### src/rtl/qbus_pkg.sv
// Shared definitions for the QBUS DMA bus master.
// State encoding, timeout limit and address setup length.
package qbus_pkg;

    typedef enum logic [2:0] {
        S_IDLE,
        S_WGNT,
        S_WBUS,
        S_ADDR,
        S_ASYN,
        S_DSET,
        S_DATA,
        S_DNEG
    } qbus_state_e;

    localparam int          TMO_W      = 8;
    localparam logic [7:0]  TMO_LIMIT  = 8'd255;
    localparam logic [1:0]  ADDR_SETUP = 2'd2;

endpackage

### src/rtl/qbus_sync.sv
// Two-flop synchronizer for asynchronous active-low QBUS inputs.
// Resets to the negated (high) level.
module qbus_sync (
    input  logic clk,
    input  logic rst,
    input  logic d_i,
    output logic q_o
);

    logic [1:0] sync_q;

    always_ff @(posedge clk or posedge rst) begin
        if (rst) begin
            sync_q <= 2'b11;
        end else begin
            sync_q <= {sync_q[0], d_i};
        end
    end

    assign q_o = sync_q[1];

endmodule

### src/rtl/qbus_dma_master.sv
// QBUS DMA bus master: arbitrates for the bus and runs one DATI,
// DATO or DATOB cycle per local request, with RPLY timeout.
module qbus_dma_master
    import qbus_pkg::*;
(
    input  logic        clk,
    input  logic        rst,
    input  logic        req,
    input  logic        we,
    input  logic        bmode,
    input  logic [15:0] addr,
    input  logic [15:0] wdata,
    output logic        ack,
    output logic        err,
    output logic [15:0] rdata,
    input  logic [15:0] ad_in,
    output logic [15:0] ad_out,
    output logic        ad_oe,
    output logic        sync_n,
    output logic        din_n,
    output logic        dout_n,
    output logic        wtbt_n,
    input  logic        rply_n,
    output logic        dmr_n,
    input  logic        dmgi_n,
    output logic        sack_n,
    input  logic        init_n
);

    logic rply_s;
    logic dmgi_s;
    logic init_s;

    qbus_sync u_sync_rply (.clk(clk), .rst(rst), .d_i(rply_n), .q_o(rply_s));
    qbus_sync u_sync_dmgi (.clk(clk), .rst(rst), .d_i(dmgi_n), .q_o(dmgi_s));
    qbus_sync u_sync_init (.clk(clk), .rst(rst), .d_i(init_n), .q_o(init_s));

    qbus_state_e      state_q;
    logic [15:0]      addr_q;
    logic [15:0]      wdata_q;
    logic             we_q;
    logic             bmode_q;
    logic [1:0]       setup_q;
    logic [TMO_W-1:0] tmo_q;
    logic [TMO_W-1:0] tmo_d;

    logic        ack_q;
    logic        err_q;
    logic [15:0] rdata_q;
    logic [15:0] ad_out_q;
    logic        ad_oe_q;
    logic        sync_n_q;
    logic        din_n_q;
    logic        dout_n_q;
    logic        wtbt_n_q;
    logic        dmr_n_q;
    logic        sack_n_q;

    assign tmo_d = tmo_q + 8'd1;

    always_ff @(posedge clk or posedge rst) begin
        if (rst) begin
            state_q  <= S_IDLE;
            addr_q   <= 16'h0000;
            wdata_q  <= 16'h0000;
            we_q     <= 1'b0;
            bmode_q  <= 1'b0;
            setup_q  <= 2'd0;
            tmo_q    <= '0;
            ack_q    <= 1'b0;
            err_q    <= 1'b0;
            rdata_q  <= 16'h0000;
            ad_out_q <= 16'hFFFF;
            ad_oe_q  <= 1'b0;
            sync_n_q <= 1'b1;
            din_n_q  <= 1'b1;
            dout_n_q <= 1'b1;
            wtbt_n_q <= 1'b1;
            dmr_n_q  <= 1'b1;
            sack_n_q <= 1'b1;
        end else if (!init_s) begin
            // Bus INIT aborts silently: no ack, rdata untouched.
            state_q  <= S_IDLE;
            setup_q  <= 2'd0;
            tmo_q    <= '0;
            ack_q    <= 1'b0;
            err_q    <= 1'b0;
            ad_out_q <= 16'hFFFF;
            ad_oe_q  <= 1'b0;
            sync_n_q <= 1'b1;
            din_n_q  <= 1'b1;
            dout_n_q <= 1'b1;
            wtbt_n_q <= 1'b1;
            dmr_n_q  <= 1'b1;
            sack_n_q <= 1'b1;
        end else begin
            ack_q <= 1'b0;
            err_q <= 1'b0;
            unique case (state_q)
                S_IDLE: begin
                    if (req) begin
                        addr_q  <= addr;
                        wdata_q <= wdata;
                        we_q    <= we;
                        bmode_q <= bmode;
                        dmr_n_q <= 1'b0;
                        state_q <= S_WGNT;
                    end
                end
                S_WGNT: begin
                    if (!dmgi_s) begin
                        sack_n_q <= 1'b0;
                        dmr_n_q  <= 1'b1;
                        state_q  <= S_WBUS;
                    end
                end
                S_WBUS: begin
                    // A stale RPLY from the previous master blocks us.
                    if (rply_s) begin
                        ad_oe_q  <= 1'b1;
                        ad_out_q <= ~addr_q;
                        wtbt_n_q <= ~we_q;
                        setup_q  <= 2'd0;
                        state_q  <= S_ADDR;
                    end
                end
                S_ADDR: begin
                    setup_q <= setup_q + 2'd1;
                    if (setup_q == ADDR_SETUP - 2'd1) begin
                        sync_n_q <= 1'b0;
                        state_q  <= S_ASYN;
                    end
                end
                S_ASYN: begin
                    if (we_q) begin
                        ad_out_q <= ~wdata_q;
                        wtbt_n_q <= ~bmode_q;
                    end else begin
                        ad_oe_q  <= 1'b0;
                    end
                    state_q <= S_DSET;
                end
                S_DSET: begin
                    if (we_q) begin
                        dout_n_q <= 1'b0;
                    end else begin
                        din_n_q  <= 1'b0;
                    end
                    tmo_q   <= '0;
                    state_q <= S_DATA;
                end
                S_DATA: begin
                    if (!rply_s) begin
                        if (!we_q) begin
                            rdata_q <= ~ad_in;
                        end
                        din_n_q  <= 1'b1;
                        dout_n_q <= 1'b1;
                        state_q  <= S_DNEG;
                    end else if (tmo_d == TMO_LIMIT) begin
                        tmo_q    <= tmo_d;
                        ad_out_q <= 16'hFFFF;
                        ad_oe_q  <= 1'b0;
                        sync_n_q <= 1'b1;
                        din_n_q  <= 1'b1;
                        dout_n_q <= 1'b1;
                        wtbt_n_q <= 1'b1;
                        sack_n_q <= 1'b1;
                        ack_q    <= 1'b1;
                        err_q    <= 1'b1;
                        state_q  <= S_IDLE;
                    end else begin
                        tmo_q <= tmo_d;
                    end
                end
                S_DNEG: begin
                    if (rply_s) begin
                        ad_out_q <= 16'hFFFF;
                        ad_oe_q  <= 1'b0;
                        sync_n_q <= 1'b1;
                        wtbt_n_q <= 1'b1;
                        sack_n_q <= 1'b1;
                        ack_q    <= 1'b1;
                        state_q  <= S_IDLE;
                    end
                end
                default: begin
                    state_q <= S_IDLE;
                end
            endcase
        end
    end

    assign ack    = ack_q;
    assign err    = err_q;
    assign rdata  = rdata_q;
    assign ad_out = ad_out_q;
    assign ad_oe  = ad_oe_q;
    assign sync_n = sync_n_q;
    assign din_n  = din_n_q;
    assign dout_n = dout_n_q;
    assign wtbt_n = wtbt_n_q;
    assign dmr_n  = dmr_n_q;
    assign sack_n = sack_n_q;

endmodule
### config.mk
export PLATFORM = sky130hd
export DESIGN_NAME = qbus_dma_master
export DESIGN_NICKNAME = d
export VERILOG_FILES = /design/src/rtl/qbus_pkg.sv /design/src/rtl/qbus_sync.sv /design/src/rtl/qbus_dma_master.sv
export SDC_FILE = /design/constraint.sdc
export NUM_CORES = 1
export LEC_CHECK = 0
export CORE_UTILIZATION = 45
export CTS_CLUSTER_SIZE = 25
export DETAILED_ROUTE_END_ITERATION = 16
export PLACE_DENSITY = 0.83
export SLEW_MARGIN = 0
export SYNTH_ARGS = -nofsm -noshare
export SYNTH_HDL_FRONTEND = slang
export SYNTH_HIERARCHICAL = 1
export SYNTH_SLANG_ARGS = --single-unit
### constraint.sdc
create_clock -name clk -period 4.5 [get_ports clk]
set_input_delay 0.45 -clock clk [delete_from_list [all_inputs] [get_ports clk]]
set_output_delay 0.45 -clock clk [all_outputs]
set_load 0.05 [all_outputs]
==> summary.md <==
| Metric | Value |
|---|---|
| CTS buffer count | `9` |
| Post-CTS sizing | `0` |
| Min Tclk post-route | `~2.8 ns` |
| Initial Util | `between 40% and 50%` |
| GP Congestion | `between 0.8 and 0.9` |
| Post-synth EDFFs | `0` |
| RSZ-0062 raised after global routing | `no` |
| Top cell type's share of synthesized area | `between 30% and 40%` |
| Layout Skew | `around 0.008 ns` |
| Sw Ratio | `about a third` |
| Worst skew pair latency | `~0.37 ns` |
| Final period util | `62.5%` |
| Setup bufs post-CTS | `0` |
| Flop pwr share | `between 40% and 50%` |
| DRC Markers | `0` |
| Sw Pwr | `~900 µW` |
| CTS H-Tree Depth | `3` |
| CTS tree | `done` |
| Slew @ Worst Pin | `~1.2 ns` |
| Status | `finished clean` |
| Yosys top cell by area | `dfrtp_1` |
| Largest net degree at the start of global routing | `54` |
| Cell count after synthesis | `501` |
| DP HPWL | `~8.2 mm` |
| Die height | `~110 µm` |
| Top-Level Pins | `between 90 and 100` |
| CTS Root Cell | `clkbuf_8` |
| Hold slack | `between 0.3 and 0.4 ns` |
| Initial antenna violation count | `0` |
| Ys Warns | `6` |
| Leakage power | `0.00255 µW` |
| Type of the worst min-delay path | `register to register` |
| Max_cap viols | `0` |
| Max Slew Vio Count | `0` |
| Final hold violation count | `0` |
| Worst-path clk slew | `0.08 ns` |
| Register area | `around 2400 µm²` |
| CTS sink cnt | `94` |
| Peak VDD IR | `214 µV` |
| Final setup fails | `0` |
| Synthesized area | `between 4000 and 5000 µm²` |
| Syn avg cell area | `9.89 µm²` |
| Clk network pwr share | `between 20% and 30%` |
| Sequential-to-total area share from yosys stat | `48.2%` |
| Startpoint Class | `register` |
| DRT iter0 DRCs | `348` |
| Worst path required time | `4.77 ns` |
| CP Max Fanout | `50` |
| Top post-synthesis cells by count | `nand2_1, dfrtp_1, o21ai_0` |
| Fmax | `roughly 360 MHz` |
| Relative slew slack | `around 18%` |
| Row count | `37` |
| Routed wire per std cell | `16.3 µm` |
| Ys async rst share | `100%` |
| Vias | `4074` |
| Layout cells sized above 1 | `about 17%` |
| Core ar. | `~11000 µm²` |
| Setup TNS | `0 ns` |
| Die area | `between 10000 and 15000 µm²` |
| Synth area leaders | `dfrtp_1, dfstp_2, mux2_2` |
| All-Layer GR Usage | `20.9%` |
| Combinational group share of total power | `slightly below 30%` |
| Ys flop type | `dfrtp_1` |
| Filler cells | `857` |
| Crit path DAT | `between 3 and 4 ns` |
| Area of the multi-input gates | `~2300 µm²` |
| Die width | `between 100 and 150 µm` |
| PortBufs | `96` |
| Drt total wl | `around 12 mm` |
| N_diodes | `0` |
| Global-route wire length before repair | `~19 mm` |
| Area grow syn2layout | `23.8%` |
| Vias in the first global route | `a little under 4000` |
| First drt pass iteration count | `5` |
| DR vias/cell | `5.73` |
| Hold Buf Count CTS | `0` |
| CP Capture Type | `register` |
| #FFs+latches synth | `94` |
| Kind of critical path | `register to register` |
| Total chip power | `between 2000 and 3000 µW` |
| Synth unique cells | `48` |
| Leading cell type by number of instances after synthesis | `nand2_1` |
| Antenna Violating Nets Remaining | `0` |
| Remaining Overflow, GRT | `0` |
| Internal power | `~1900 µW` |
| Pwr dens | `roughly 450 nW/µm²` |
| Fin nets | `between 600 and 700` |
| Deepest clock path buffer count | `2` |
| Post-synthesis net count | `560` |
[logic make-up after synthesis]
logic type | share of synthesized area, %
compound gates | 16.5
simple gates | 21.1
buf+inv | 5.17
xor+xnor | 0.353
mux | 7.95
fa+ha+maj | 0.757
flops | 48.2
[metal layers]
metal  vias to the layer above  global-route usage (%)  share of wire [%]  routed length (µm)
met5                         -                       0                  0                   0
met2                       154                    33.2                 48                5560
met3                        15                    5.53                6.5                 757
met4                         0                    6.85                1.5                 178
met1                      1976                    27.7                 44                5100
li1                       1929                       -                  -                   -
[layout by cell type (no fill, tap or decap), types with 10 or more instances in the layout]
cell type,instances
dfrtp_1,66
nor3_1,18
dfstp_2,28
clkdlybuf4s50_1,96
o211ai_2,13
o211a_1,16
nand2_1,87
or4_1,16
a21oi_1,26
clkbuf_8,10
and2_1,21
mux2_2,35
nand3_1,24
o21ai_0,38
[path summary, 6_finish.rpt]
path                                            startpoint                              end  slack [ns]  cells after the start
max                                 state_q[2]$_DFFE_PP0P_            ad_out[8]$_DFFE_PP1P_        1.69                      5
max reg2reg                         state_q[2]$_DFFE_PP0P_            ad_out[8]$_DFFE_PP1P_        1.69                      5
min reg2reg                u_sync_init/sync_q[0]$_DFF_PP1_  u_sync_init/sync_q[1]$_DFF_PP1_        0.36                      0
min                        u_sync_init/sync_q[0]$_DFF_PP1_  u_sync_init/sync_q[1]$_DFF_PP1_        0.36                      0
max in group asynchronous                              rst            ad_out[9]$_DFFE_PP1P_        2.81                      3
min in group asynchronous                              rst  u_sync_rply/sync_q[0]$_DFF_PP1_        0.53                      2
[worst max-delay path, stage by stage (launching register included)]
cell and delay (ns):
dfrtp_1 1.05, nand3_1 0.32, o2111a_2 0.54, or4_1 0.60, o211a_1 0.12, o211ai_1 0.10
[power groups by stage]
stage / sequential (µW) / combinational, µW / clock (µW)
3_3_place_gp: 1260 / 774 / 0
4_1_cts: 1260 / 810 / 683
3_5_place_dp: 1280 / 804 / 0
2_1_floorplan: 1360 / 463 / 0
5_1_grt: 1290 / 865 / 721
6_report: 1260 / 805 / 676
[cell type report]
class	instances	share of cell area (%)
multi-input combinational	359	37.9
tap	136	2.77
clock inverter	6	1.75
sequential	94	38.9
clock buffer	10	2.24
timing repair buffer	98	15.9
inverter	8	0.510
[registers in the layout, indices dropped and copies added (netlist names), 2 cells and up]
signal	count
u_sync_init/sync_q	2
setup_q	2
u_sync_rply/sync_q	2
u_sync_dmgi/sync_q	2
rdata	16
addr_q	16
wdata_q	16
state_q	3
ad_out	16
tmo_q	8
[per-stage QoR]
step	utilization (%)	instances	cell area (µm²)	setup WS [ns]
finish	58.4	711	6140	1.69
global route	58.4	711	6140	1.50
CTS	58.4	711	6140	1.74
detailed placement	56.1	695	5890	1.76
global placement	56.1	695	5890	1.92
floorplan	-	501	4960	1.81
Power figures use the tool's default switching activity.
